File: src/rtl/if_id_pipe_stage.sv
// IF->ID pipeline register with valid/ready handshake, hold, flush and bubble insertion.
// Define IF_ID_SKID_EN to add a skid entry so that in_ready comes straight from a flop.
module if_id_pipe_stage #(
    parameter int unsigned     XLEN      = 32,
    parameter logic [XLEN-1:0] RESET_PC  = '0,
    parameter logic [XLEN-1:0] NOP_INSTR = '0,
    parameter int unsigned     CNT_W     = 16
) (
    input  logic             clk,
    input  logic             reset,
    input  logic             in_valid,
    output logic             in_ready,
    input  logic [XLEN-1:0]  pc_in,
    input  logic [XLEN-1:0]  pc_plus4_in,
    input  logic [XLEN-1:0]  instr_in,
    input  logic             hold,
    input  logic             flush,
    output logic             out_valid,
    input  logic             out_ready,
    output logic [XLEN-1:0]  pc_out,
    output logic [XLEN-1:0]  pc_plus4_out,
    output logic [XLEN-1:0]  instr_out,
    output logic [CNT_W-1:0] flush_cnt,
    output logic [CNT_W-1:0] bubble_cnt
);

    localparam logic [XLEN-1:0]  RESET_PC4 = RESET_PC + XLEN'(4);
    localparam logic [CNT_W-1:0] CNT_MAX   = '1;

    logic             out_valid_q, out_valid_d;
    logic [XLEN-1:0]  pc_q, pc_d;
    logic [XLEN-1:0]  pc4_q, pc4_d;
    logic [XLEN-1:0]  instr_q, instr_d;
    logic [CNT_W-1:0] flush_cnt_q, flush_cnt_d;
    logic [CNT_W-1:0] bubble_cnt_q, bubble_cnt_d;
    logic             in_xfer;
    logic             discard;

`ifdef IF_ID_SKID_EN
    logic             in_ready_q, in_ready_d;
    logic             skid_full_q, skid_full_d;
    logic [XLEN-1:0]  skid_pc_q, skid_pc_d;
    logic [XLEN-1:0]  skid_pc4_q, skid_pc4_d;
    logic [XLEN-1:0]  skid_instr_q, skid_instr_d;

    assign in_ready = in_ready_q;
    assign discard  = out_valid_q | skid_full_q | in_xfer;
`else
    assign in_ready = (~out_valid_q | out_ready) & (flush | ~hold);
    assign discard  = out_valid_q | in_xfer;
`endif

    assign in_xfer = in_valid & in_ready;

    // Next-state: flush > hold > normal.
    always_comb begin
        out_valid_d  = out_valid_q;
        pc_d         = pc_q;
        pc4_d        = pc4_q;
        instr_d      = instr_q;
        flush_cnt_d  = flush_cnt_q;
        bubble_cnt_d = bubble_cnt_q;
`ifdef IF_ID_SKID_EN
        skid_full_d  = skid_full_q;
        skid_pc_d    = skid_pc_q;
        skid_pc4_d   = skid_pc4_q;
        skid_instr_d = skid_instr_q;
`endif
        if (flush) begin
            out_valid_d = 1'b0;
            instr_d     = NOP_INSTR;
`ifdef IF_ID_SKID_EN
            skid_full_d = 1'b0;
`endif
        end else if (hold) begin
`ifdef IF_ID_SKID_EN
            // in_ready is one cycle late, so a transfer on the rising hold edge parks in the skid.
            if (in_xfer) begin
                skid_full_d  = 1'b1;
                skid_pc_d    = pc_in;
                skid_pc4_d   = pc_plus4_in;
                skid_instr_d = instr_in;
            end
`endif
        end else begin
`ifdef IF_ID_SKID_EN
            if (~out_valid_q | out_ready) begin
                if (skid_full_q) begin
                    out_valid_d = 1'b1;
                    pc_d        = skid_pc_q;
                    pc4_d       = skid_pc4_q;
                    instr_d     = skid_instr_q;
                    skid_full_d = 1'b0;
                end else if (in_xfer) begin
                    out_valid_d = 1'b1;
                    pc_d        = pc_in;
                    pc4_d       = pc_plus4_in;
                    instr_d     = instr_in;
                end else begin
                    out_valid_d = 1'b0;
                    instr_d     = NOP_INSTR;
                end
            end else if (in_xfer) begin
                skid_full_d  = 1'b1;
                skid_pc_d    = pc_in;
                skid_pc4_d   = pc_plus4_in;
                skid_instr_d = instr_in;
            end
`else
            if (in_xfer) begin
                out_valid_d = 1'b1;
                pc_d        = pc_in;
                pc4_d       = pc_plus4_in;
                instr_d     = instr_in;
            end else if (out_valid_q & out_ready) begin
                out_valid_d = 1'b0;
                instr_d     = NOP_INSTR;
            end
`endif
        end

        if (!hold && flush && discard && flush_cnt_q != CNT_MAX) begin
            flush_cnt_d = flush_cnt_q + CNT_W'(1);
        end
        if (!hold && out_ready && !out_valid_q && bubble_cnt_q != CNT_MAX) begin
            bubble_cnt_d = bubble_cnt_q + CNT_W'(1);
        end
`ifdef IF_ID_SKID_EN
        in_ready_d = (hold & ~flush) ? 1'b0 : ~skid_full_d;
`endif
    end

    always_ff @(posedge clk or negedge reset) begin
        if (!reset) begin
            out_valid_q  <= 1'b0;
            pc_q         <= RESET_PC;
            pc4_q        <= RESET_PC4;
            instr_q      <= NOP_INSTR;
            flush_cnt_q  <= '0;
            bubble_cnt_q <= '0;
        end else begin
            out_valid_q  <= out_valid_d;
            pc_q         <= pc_d;
            pc4_q        <= pc4_d;
            instr_q      <= instr_d;
            flush_cnt_q  <= flush_cnt_d;
            bubble_cnt_q <= bubble_cnt_d;
        end
    end

`ifdef IF_ID_SKID_EN
    always_ff @(posedge clk or negedge reset) begin
        if (!reset) begin
            in_ready_q   <= 1'b1;
            skid_full_q  <= 1'b0;
            skid_pc_q    <= '0;
            skid_pc4_q   <= '0;
            skid_instr_q <= '0;
        end else begin
            in_ready_q   <= in_ready_d;
            skid_full_q  <= skid_full_d;
            skid_pc_q    <= skid_pc_d;
            skid_pc4_q   <= skid_pc4_d;
            skid_instr_q <= skid_instr_d;
        end
    end
`endif

    assign out_valid    = out_valid_q;
    assign pc_out       = pc_q;
    assign pc_plus4_out = pc4_q;
    assign instr_out    = instr_q;
    assign flush_cnt    = flush_cnt_q;
    assign bubble_cnt   = bubble_cnt_q;

endmodule

File: config.mk
export PLATFORM = sky130hd
export DESIGN_NAME = if_id_pipe_stage
export DESIGN_NICKNAME = d
export VERILOG_FILES = /design/src/rtl/if_id_pipe_stage.sv
export SDC_FILE = /design/constraint.sdc
export NUM_CORES = 1
export LEC_CHECK = 0
export CAP_MARGIN = 15
export CELL_PAD_IN_SITES_DETAIL_PLACEMENT = 0
export CELL_PAD_IN_SITES_GLOBAL_PLACEMENT = 1
export CORE_MARGIN = 2
export CORE_UTILIZATION = 32
export CTS_CLUSTER_DIAMETER = 120
export DETAILED_ROUTE_END_ITERATION = 8
export MAX_ROUTING_LAYER = met4
export PLACE_DENSITY_LB_ADDON = 0.1
export RECOVER_POWER = 100
export SYNTH_ARGS = -nofsm -noshare
export SYNTH_HDL_FRONTEND = slang
export SYNTH_SLANG_ARGS = --single-unit
File: constraint.sdc
create_clock -name clk -period 2.28 [get_ports clk]
set_clock_uncertainty 0.05 [all_clocks]
set_input_delay 0.342 -clock clk [delete_from_list [all_inputs] [get_ports clk]]
set_output_delay 0.342 -clock clk [all_outputs]
set_load 0.05 [all_outputs]
# [After elaboration in Yosys (flattened, before gate mapping)]
# Index checks and enable logic that the tools add are counted.
[op_classes] n_addsub=2 eq_ne=3 mux=8 bitwise_logic=9 n_reduce_logical=11
[ops] cell="$mux 32" count=4
[ops] cell="$add 16x1->16 const B" count=2
[ops] cell="$ne 16x16->1 const B" count=2
[ops] cell="$logic_and 1x1->1" count=6
[ops] cell="$mux 1" count=4
[ops] cell="$and 1x1->1" count=3
[ops] cell="$not 1->1" count=3
[ops] cell="$or 1x1->1" count=3
[ops] cell="$reduce_and 3->1" count=1
[ops] cell="$reduce_bool 3->1" count=1
[ops] cell="$logic_not 1->1" count=2
[ops] cell="$ne 2x1->1 const B" count=1
[ops] cell="$reduce_and 2->1" count=1
[totals] ff_bits=129 input_bits=102 word_cells=39

# [Longest topological paths before layout]
# Gate-level depths: netlist (run 1).
[depth] ltp_word=7 depth_mapped=7 ltp_nobuf=5

# [Least setup slack after synthesis (run 1)]
# No wires, ideal clock.
[synth_timing] path_kind="register -> register" startpoint="reg out_valid_q (netlist: out_valid)" endpoint="reg pc4_q[15] (netlist: pc_plus4_out[15])" setup_time_ps=125 t_arrival_ps=2669 t_required_ps=2105 slack_ps=-564 stages_incl_launch_ff=6 n_path_buf=2 period_less_slack_ps=2844 path_cell_list="dfrtp_1 -> a22oi_1 -> and3_1 -> clkbuf_1 -> clkbuf_1 -> mux2_2"
[synth_between] elab_chain_len=5
[synth_lines] element="start: declaration" line="30" text="logic out_valid_q, out_valid_d;"
[synth_lines] element="start signal: assignment" line="142" text="out_valid_q <= out_valid_d;"
[synth_lines] element="$not 1->1" line="49" text="assign in_ready = (~out_valid_q | out_ready) & (flush | ~hold);"
[synth_lines] element="$or 1x1->1" line="49"
[synth_lines] element="$and 1x1->1" line="49"
[synth_lines] element="net in_ready" line="12" text="output logic in_ready,"
[synth_lines] element="$and 1x1->1" line="53" text="assign in_xfer = in_valid & in_ready;"
[synth_lines] element="$reduce_and 3->1 (no line)"
[synth_lines] element="end signal: assignment" line="144" text="pc4_q <= pc4_d;"
[synth_lines] element="end: declaration" line="32" text="logic [XLEN-1:0] pc4_q, pc4_d;"
# The timed path passes the listed nets, and every way through them passes these cells.
# A chain may end at the register's enable or synchronous reset.

# [Worst setup path after layout (run 1)]
[layout_timing] startpoint="reg out_valid_q (netlist: out_valid)" endpoint="out out_valid"
[layout_rtl] element="end: declaration" line="18" text="output logic out_valid,"
# No word-level cell between the ends.

==> results of run 1 <==
[per-layer routing]
metal  track usage (%)  wire length (um)  share of wire, %
met1             20.46              5950                43
met2             26.29              6729                48
met3             4.682              1047               7.5
met4             6.633               237               1.7
met5                 -                 0                 0
[where the power goes]
group / switching, W / internal [W]
Clock: 0.000926 / 0.00148
Combinational: 0.00180 / 0.000967
Sequential: 0.000263 / 0.00266
Total: 0.00299 / 0.00512
[flip-flops by register name, indices dropped and copies added (netlist names)]
register / cells
pc_plus4_out: 32
bubble_cnt: 16
pc_out: 32
out_valid: 1
instr_out: 32
flush_cnt: 16
[synthesized netlist by cell type]
library cell / count / area share (%)
sky130_fd_sc_hd__a2111oi_2: 1 / 0.29
sky130_fd_sc_hd__a21o_2: 1 / 0.17
sky130_fd_sc_hd__a21oi_1: 5 / 0.49
sky130_fd_sc_hd__a22o_1: 32 / 5.4
sky130_fd_sc_hd__a22oi_1: 1 / 0.15
sky130_fd_sc_hd__a31oi_1: 2 / 0.24
sky130_fd_sc_hd__and3_1: 5 / 0.61
sky130_fd_sc_hd__and4_1: 1 / 0.17
sky130_fd_sc_hd__buf_1: 1 / 0.073
sky130_fd_sc_hd__buf_2: 8 / 0.78
sky130_fd_sc_hd__clkbuf_1: 8 / 0.58
sky130_fd_sc_hd__dfrtp_1: 128 / 62
sky130_fd_sc_hd__dfstp_2: 1 / 0.51
sky130_fd_sc_hd__ha_1: 2 / 0.49
sky130_fd_sc_hd__inv_1: 4 / 0.29
sky130_fd_sc_hd__mux2_1: 1 / 0.22
sky130_fd_sc_hd__mux2_2: 70 / 15
sky130_fd_sc_hd__mux2i_1: 1 / 0.19
sky130_fd_sc_hd__nand2_1: 15 / 1.1
sky130_fd_sc_hd__nand2b_1: 2 / 0.24
sky130_fd_sc_hd__nand3_1: 12 / 1.2
sky130_fd_sc_hd__nand4_1: 7 / 0.85
sky130_fd_sc_hd__nand4b_1: 2 / 0.34
sky130_fd_sc_hd__nor2_1: 12 / 0.87
sky130_fd_sc_hd__nor2b_1: 1 / 0.12
sky130_fd_sc_hd__nor3_1: 7 / 0.68
sky130_fd_sc_hd__nor3_2: 1 / 0.19
sky130_fd_sc_hd__nor3b_1: 2 / 0.29
sky130_fd_sc_hd__nor4_1: 7 / 0.85
sky130_fd_sc_hd__o2111ai_1: 1 / 0.17
sky130_fd_sc_hd__o21ai_0: 6 / 0.58
sky130_fd_sc_hd__or2_2: 1 / 0.12
sky130_fd_sc_hd__or3_1: 1 / 0.12
sky130_fd_sc_hd__or3b_4: 1 / 0.22
sky130_fd_sc_hd__or4_1: 2 / 0.29
sky130_fd_sc_hd__or4_4: 1 / 0.22
sky130_fd_sc_hd__xnor2_1: 10 / 1.7
sky130_fd_sc_hd__xor2_1: 10 / 1.7
[final cells by class]
class / instances / area, um^2 / share of cell area [%]
inverter: 4 / 15.01 / 0.1800
sequential: 129 / 3233 / 38.75
clock buffer: 25 / 455.4 / 5.459
timing repair buffer: 252 / 2487 / 29.81
multi-input combinational: 223 / 1822 / 21.84
clock inverter: 6 / 60.06 / 0.7199
tap: 216 / 270.3 / 3.239
[worst max-delay path, cell delays in order (launching register included)]
cell                            delay [ps]
sky130_fd_sc_hd__dfrtp_2               360
sky130_fd_sc_hd__buf_4                 140
sky130_fd_sc_hd__dlygate4sd3_1         880
[cell families (layout without fill, tap and decap cells)]
group	Yosys count	after routing	synth area share, %
fa+ha+maj	2	2	0.4857
compound gates	49	49	7.530
xor+xnor	20	20	3.400
mux	72	72	15.72
flops	129	129	62.69
buf+inv	21	287	1.724
simple gates	80	80	8.453
[worst min-delay path by stage]
| stage | depth (start not counted) | end | slack, ps |
|---|---|---|---|
| finish | 1 | instr_out[24] | 440 |
| global route | 1 | flush_cnt[5] | 450 |
| CTS | 2 | pc_plus4_out[0] | 450 |
| floorplan | 0 | bubble_cnt[0] | -4 |
| detailed placement | 1 | pc_plus4_out[0] | 340 |
| global placement | 1 | pc_out[28] | 340 |
[metrics by stage]
step                      utilization, %  TNS, ps  worst slack (ps)  total power [W]
final                              52.71        0             90.00         0.008107
after detailed placement           49.90   -791.8            -219.6         0.005918
after global placement             49.90   -591.5            -216.8         0.005881
after CTS                          53.22        0             120.9         0.008378
after global routing               52.71        0             49.94         0.008479
after floorplan                        -        0             3.365         0.004710
[what timing repair did]
action	CTS	global route
hold endpoints to repair	39	0
gates resized for setup	0	0
hold buffers	1	0
==> qor.yml, run 1 <==
antenna_violations_before_repair: 0
synthesis.area_per_instance_um2: 13.81
reg2reg_depth: 4
netlist-cell-type-count: 38
final.period_utilization_pct: 96.05
dpl.cell_count: 823
timing.hold.worst.start: "instr_out[24]"
max_cap_violations: 0
max_freq_ghz: 0.4566
design.die.area_um2: 17130
design_area_um2: 8343
crit_path_max_fanout: 6
core-area_um2: 15830
detailed_place_hpwl_um: 10350
static-leakage-power_nw: 3.656
clock-sinks: 129
vdd.ir_drop.worst_uv: 526.1
floorplan.initialDensity_pct: 32.55
cellPowerDensity_nw_per_um2: 971.7
synthesis.nets: 477
ys_seq_elements: 129
synth_cells: 373
io-pin-count: 232
first_global_vias: 4015
routed-via-count: 4015
h-tree-depth: 4
antenna_violating_nets_post_route: 0
yosysSeqAreaShare_pct: 62.69
dr.first_iter.drc_count: 114
diodes: 0
finalMaxSlewViolations: 0
cp-startpoint: "out_valid"
tritoncts_clock_tree: "yes"
clockBufferDepth: 2
cts.clk_slew.worst_paths_ps: 60
numPortBuffers: 231
r2r_end: "bubble_cnt[15]"
wire_length_of_the_first_global_routing_pass_um: 21150
routed_via_count_divided_by_cell_count: 4.696
rows: 46
worst-endpoint-required_ps: 1890
reg2reg_slack_ps: 140
maxSlewHeadroom_pct: 29.20
num-nets-final: 731
setup_repair_after_global_routing_missed_its_margin: "no"
critPathKind: "register to output port"
grt_start_max_net_pins: 49
most-common-layout-cells: "sky130_fd_sc_hd__dlygate4sd3_1, sky130_fd_sc_hd__dfrtp_1, sky130_fd_sc_hd__clkdlybuf4s50_1, sky130_fd_sc_hd__mux2_2, sky130_fd_sc_hd__a22o_1"
layoutNonFillerInstCount: 855
synth_warn: 0
drt-pass1-iter-count: 4
floorplan.die.height_um: 130.9
clock_insertion_delay_worst_skew_ps: 410
library_cell_used_as_clock_root_buffer: "sky130_fd_sc_hd__clkbuf_16"
cts_setup_buffers: 0
die_x_um: 130.9
hold_path.class: "register to register"
worst_setup_path_endpoint: "out_valid"
worst_setup_path_end_kind: "output port"
route.detailed.drc: 0
filler_instances: 1370
groute.usage.overall_pct: 16.71
fraction_of_layout_cells_with_a_size_suffix_above_1_pct: 18.31
worstMarginPinSlew_ps: 1062
timing.rr.start: "out_valid"
cts-buffers-inserted: 17
arrival_ps: 1800
run_status: "finished clean"
finalSetupViolations: 0
netlist_area_um2: 5151
grt_overflow_total: 0
gp_congestion: 0.8387
wl_per_cell_um: 16.33
post_placement_cell_area_um2: 7898
drt-total-wl_um: 13960
worstSetupStartpointType: "register"
fin_worst_hold_slack_ps: 438.8
layout_commonest_cell: "sky130_fd_sc_hd__dlygate4sd3_1"
final_period_minus_worst_setup_slack_ps: 2190
report.final.hold_viol_count: 0
area.growth.synth_to_final_pct: 61.96
(Power assumes the default switching activity.)
==> run 2, diff against run 1 <==
--- a/config.mk
+++ b/config.mk
@@ -5,16 +5,18 @@
 export SDC_FILE = /design/constraint.sdc
 export NUM_CORES = 1
 export LEC_CHECK = 0
+export ABC_AREA = 1
 export CAP_MARGIN = 15
 export CELL_PAD_IN_SITES_DETAIL_PLACEMENT = 0
 export CELL_PAD_IN_SITES_GLOBAL_PLACEMENT = 1
 export CORE_MARGIN = 2
-export CORE_UTILIZATION = 32
+export CORE_UTILIZATION = 31
 export CTS_CLUSTER_DIAMETER = 120
 export DETAILED_ROUTE_END_ITERATION = 8
 export MAX_ROUTING_LAYER = met4
 export PLACE_DENSITY_LB_ADDON = 0.1
 export RECOVER_POWER = 100
+export SLEW_MARGIN = 40
 export SYNTH_ARGS = -nofsm -noshare
 export SYNTH_HDL_FRONTEND = slang
 export SYNTH_SLANG_ARGS = --single-unit
==> run 2 against run 1 <==
Setup slack improved by 20 ps. Sequential share of layout area decreased by 1.9 points. Via count increased by 29%. Largest power group unchanged. Total power decreased by 0.84%. Core utilization decreased by 3.9 points. Synthesized cell count increased by 88%. Clock power increased by 11%. Highest routed layer unchanged.
==> qor.yml, run 2 <==
grt_start_max_net_pins: 63  # +29%
ffs_w_async_s_r_synth_pct: 100.0  # unchanged
synth_top_cells_by_area: "sky130_fd_sc_hd__dfrtp_1, sky130_fd_sc_hd__nand2_1, sky130_fd_sc_hd__inv_1, sky130_fd_sc_hd__nor2_1, sky130_fd_sc_hd__buf_2"
wl_per_cell_um: 13.87  # -15%
grt_overflow_total: 0  # unchanged
vdd.ir_drop.worst_uv: 513.4  # -2.4%
report.final.hold_viol_count: 0  # unchanged
synthesis.nets: 806  # +69%
arrival_ps: 1780  # -20 ps
num-nets-final: 1042  # +43%
holdPathStages: 3  # +2
drt-total-wl_um: 16370  # +17%
cts.clk_slew.worst_paths_ps: 60  # about the same
crit_chain: "dlygate4sd3_1"
synth_top_area_cell: "sky130_fd_sc_hd__dfrtp_1"
synth_top_flop_cell: "sky130_fd_sc_hd__dfrtp_1"
cts-buffers-inserted: 17  # unchanged
finalWorstSetupSlack_ps: 110.5  # +20.47 ps
hold_path.class: "input pin to register"
core-area_um2: 17960  # +13%
synth_edf_count: 0  # unchanged
floorplan.die.height_um: 139.4  # +6.5%
die_x_um: 139.4  # +6.5%
design.die.area_um2: 19440  # +13%
detailed_place_hpwl_um: 11790  # +14%
static-leakage-power_nw: 4.558  # +25%
area.growth.synth_to_final_pct: 54.07
worst_setup_path_end_kind: "output port"
clock-sinks: 129  # unchanged
synthesis.area_per_instance_um2: 8.099  # -41%
timing.hold.worst.start: "pc_plus4_in[2]"
routed-via-count: 5168  # +29%
h-tree-depth: 4  # unchanged
tritoncts_clock_tree: "yes"
synth.most_common_cell: "sky130_fd_sc_hd__nand2_1"
timing.critical_path.slowest_stage_cell: "sky130_fd_sc_hd__dlygate4sd3_1"
crit_path_max_fanout: 6  # unchanged
critPathKind: "register to output port"
timing.critical_path.buf_inv: 1  # -1
finalSetupTns_ps: 0  # unchanged
crit_family: "buffers and inverters"
critical_path.max_stage_delay_ps: 910  # +30 ps
max_freq_ghz: 0.4609  # +0.94%
cts_resized: 0  # unchanged
layout_commonest_cell: "sky130_fd_sc_hd__nand2_1"
r2r_end: "flush_cnt[14]"
cts_setup_buffers: 0  # unchanged
netlist_area_um2: 5685  # +10%
clockBufferDepth: 2  # unchanged
io-pin-count: 232  # unchanged
synth_top_cell_area_share_pct: 56.34  # -5.8 points
final_core_utilization_pct: 48.76  # -3.9 points
groute.usage.overall_pct: 17.75  # +1.0 points
finalSetupViolations: 0  # unchanged
max_cap_violations: 0  # unchanged
gp_congestion: 0.7729  # -7.8%
clock_insertion_delay_worst_skew_ps: 420  # about the same
ys_seq_elements: 129  # unchanged
dr.first_iter.drc_count: 163  # +43%
pre_cts_ws_ps: 281.1  # +500.7 ps
fin_worst_hold_slack_ps: 374.5  # -64.25 ps
diodes: 0  # unchanged
drt-pass1-iter-count: 4  # unchanged
reg2reg_slack_ps: 310  # +170 ps
most-common-layout-cells: "sky130_fd_sc_hd__nand2_1, sky130_fd_sc_hd__dfrtp_1, sky130_fd_sc_hd__dlygate4sd3_1, sky130_fd_sc_hd__clkdlybuf4s50_1, sky130_fd_sc_hd__inv_1"
setup_repair_after_global_routing_missed_its_margin: "no"
worst-endpoint-required_ps: 1890  # about the same
worstSetupStartpointType: "register"
antenna_violating_nets_post_route: 0  # unchanged
numPortBuffers: 231  # unchanged
final.period_utilization_pct: 95.16  # -0.90 points
finalMaxSlewViolations: 0  # unchanged
library_cell_used_as_clock_root_buffer: "sky130_fd_sc_hd__clkbuf_16"
rows: 49  # +6.5%
wire_length_of_the_first_global_routing_pass_um: 26650  # +26%
synth_cells: 702  # +88%
worstMarginPinSlew_ps: 1290  # +228.3 ps
yosysSeqAreaShare_pct: 56.80  # -5.9 points
post_synth_most_frequent_cells: "sky130_fd_sc_hd__nand2_1, sky130_fd_sc_hd__dfrtp_1, sky130_fd_sc_hd__inv_1, sky130_fd_sc_hd__nor2_1, sky130_fd_sc_hd__buf_2"
min_to: "pc_plus4_out[2]"
run_status: "finished clean"
reg2reg_depth: 8  # +4
netlist-cell-type-count: 25  # -34%
route.detailed.drc: 0  # unchanged
maxSlewHeadroom_pct: 13.98  # -15 points
floorplan.initialDensity_pct: 31.65  # -0.90 points
fraction_of_layout_cells_with_a_size_suffix_above_1_pct: 6.204  # -12 points
p_total_w: 0.008040  # -0.84%
timing.rr.start: "flush_cnt[0]"
routed_via_count_divided_by_cell_count: 4.380  # -6.7%
cellPowerDensity_nw_per_um2: 917.8  # -5.6%
synth_warn: 0  # unchanged
first_global_vias: 5123  # +28%
final_period_minus_worst_setup_slack_ps: 2170  # -20.47 ps
antenna_violations_before_repair: 0  # unchanged
## run 2: worst max path at each step
stage                                from              end  slack (ps)  cells after the start
after floorplan              flush_cnt[1]     flush_cnt[2]         470                      9
after global placement              flush        pc_out[2]         350                     10
after detailed placement            flush       pc_out[10]         280                     10
after CTS                 pc_plus4_out[2]  pc_plus4_out[2]         120                      1
after global routing        bubble_cnt[6]    bubble_cnt[6]          60                      1
final                       flush_cnt[12]    flush_cnt[12]         110                      1
## run 2: through the flow
stage                     instance area, um^2  instances
after floorplan                          5685        702
after global placement                   8233       1147
after detailed placement                 8233       1147
after CTS                                8827       1180
after global routing                     8760       1180
final                                    8760       1180
## run 2: power breakdown
group	leakage (nW)	internal (W)	switching [W]
Combinational	2.60	0.000771	0.00174
Sequential	1.67	0.00262	0.000230
Clock	0.285	0.00162	0.00106
## run 2: metal layers
layer | GRT usage (%) | vias to the layer above | part of all wire (%)
met4 | 7.443 | 0 | 2.6
met1 | 20.91 | 2392 | 42
met2 | 28.33 | 155 | 49
met3 | 5.368 | 27 | 6.4
met5 | - | - | 0
li1 | - | 2594 | -
## run 2: timing repair
| action | CTS | global route |
|---|---|---|
| endpoints found under the hold margin | 20 | 0 |
| hold buffers | 1 | 0 |
| endpoints found under the setup margin | 0 | 0 |
## run 2: layout make-up
| cell class | count | area (um^2) |
|---|---|---|
| Multi-Input combinational cell | 518 | 2150 |
| Sequential cell | 129 | 3229 |
| Inverter | 32 | 120.1 |
| Clock inverter | 15 | 158.9 |
| Clock buffer | 17 | 425.4 |
| Timing Repair Buffer | 240 | 2390 |
| Fill cell | 1734 | 9204 |
| Tap cell | 229 | 286.5 |
## run 2: logic make-up (layout without fill, tap and decap cells)
family | Yosys count | after routing | share of synthesized area, %
adders and majority gates | 2 | 2 | 0.4401
xor gates and xnor gates | 13 | 13 | 2.003
AOI/OAI and AO/OA | 11 | 11 | 1.034
buffers and inverters | 55 | 304 | 5.084
DFF | 129 | 129 | 56.80
and+or+nand+nor | 492 | 492 | 34.64
==> run 3, diff against run 2 <==
--- a/config.mk
+++ b/config.mk
@@ -13,9 +13,11 @@
 export CORE_UTILIZATION = 31
 export CTS_CLUSTER_DIAMETER = 120
 export DETAILED_ROUTE_END_ITERATION = 8
+export HOLD_SLACK_MARGIN = 0.05
 export MAX_ROUTING_LAYER = met4
 export PLACE_DENSITY_LB_ADDON = 0.1
 export RECOVER_POWER = 100
+export SKIP_CTS_REPAIR_TIMING = 1
 export SLEW_MARGIN = 40
 export SYNTH_ARGS = -nofsm -noshare
 export SYNTH_HDL_FRONTEND = slang
==> results of run 3 <==
The final DEF is identical to that of run 2; final timing and power are the same.
Among the figures that moved: wire length of the first global-routing pass 26650 um -> 26620 um; via count of the first global-routing pass 5123 -> 5114; overall routing resource usage 17.75% -> 17.73%; met1 usage 20.91% -> 20.89%; met2 usage 28.33% -> 28.28%; met3 usage 5.368% -> 5.403%
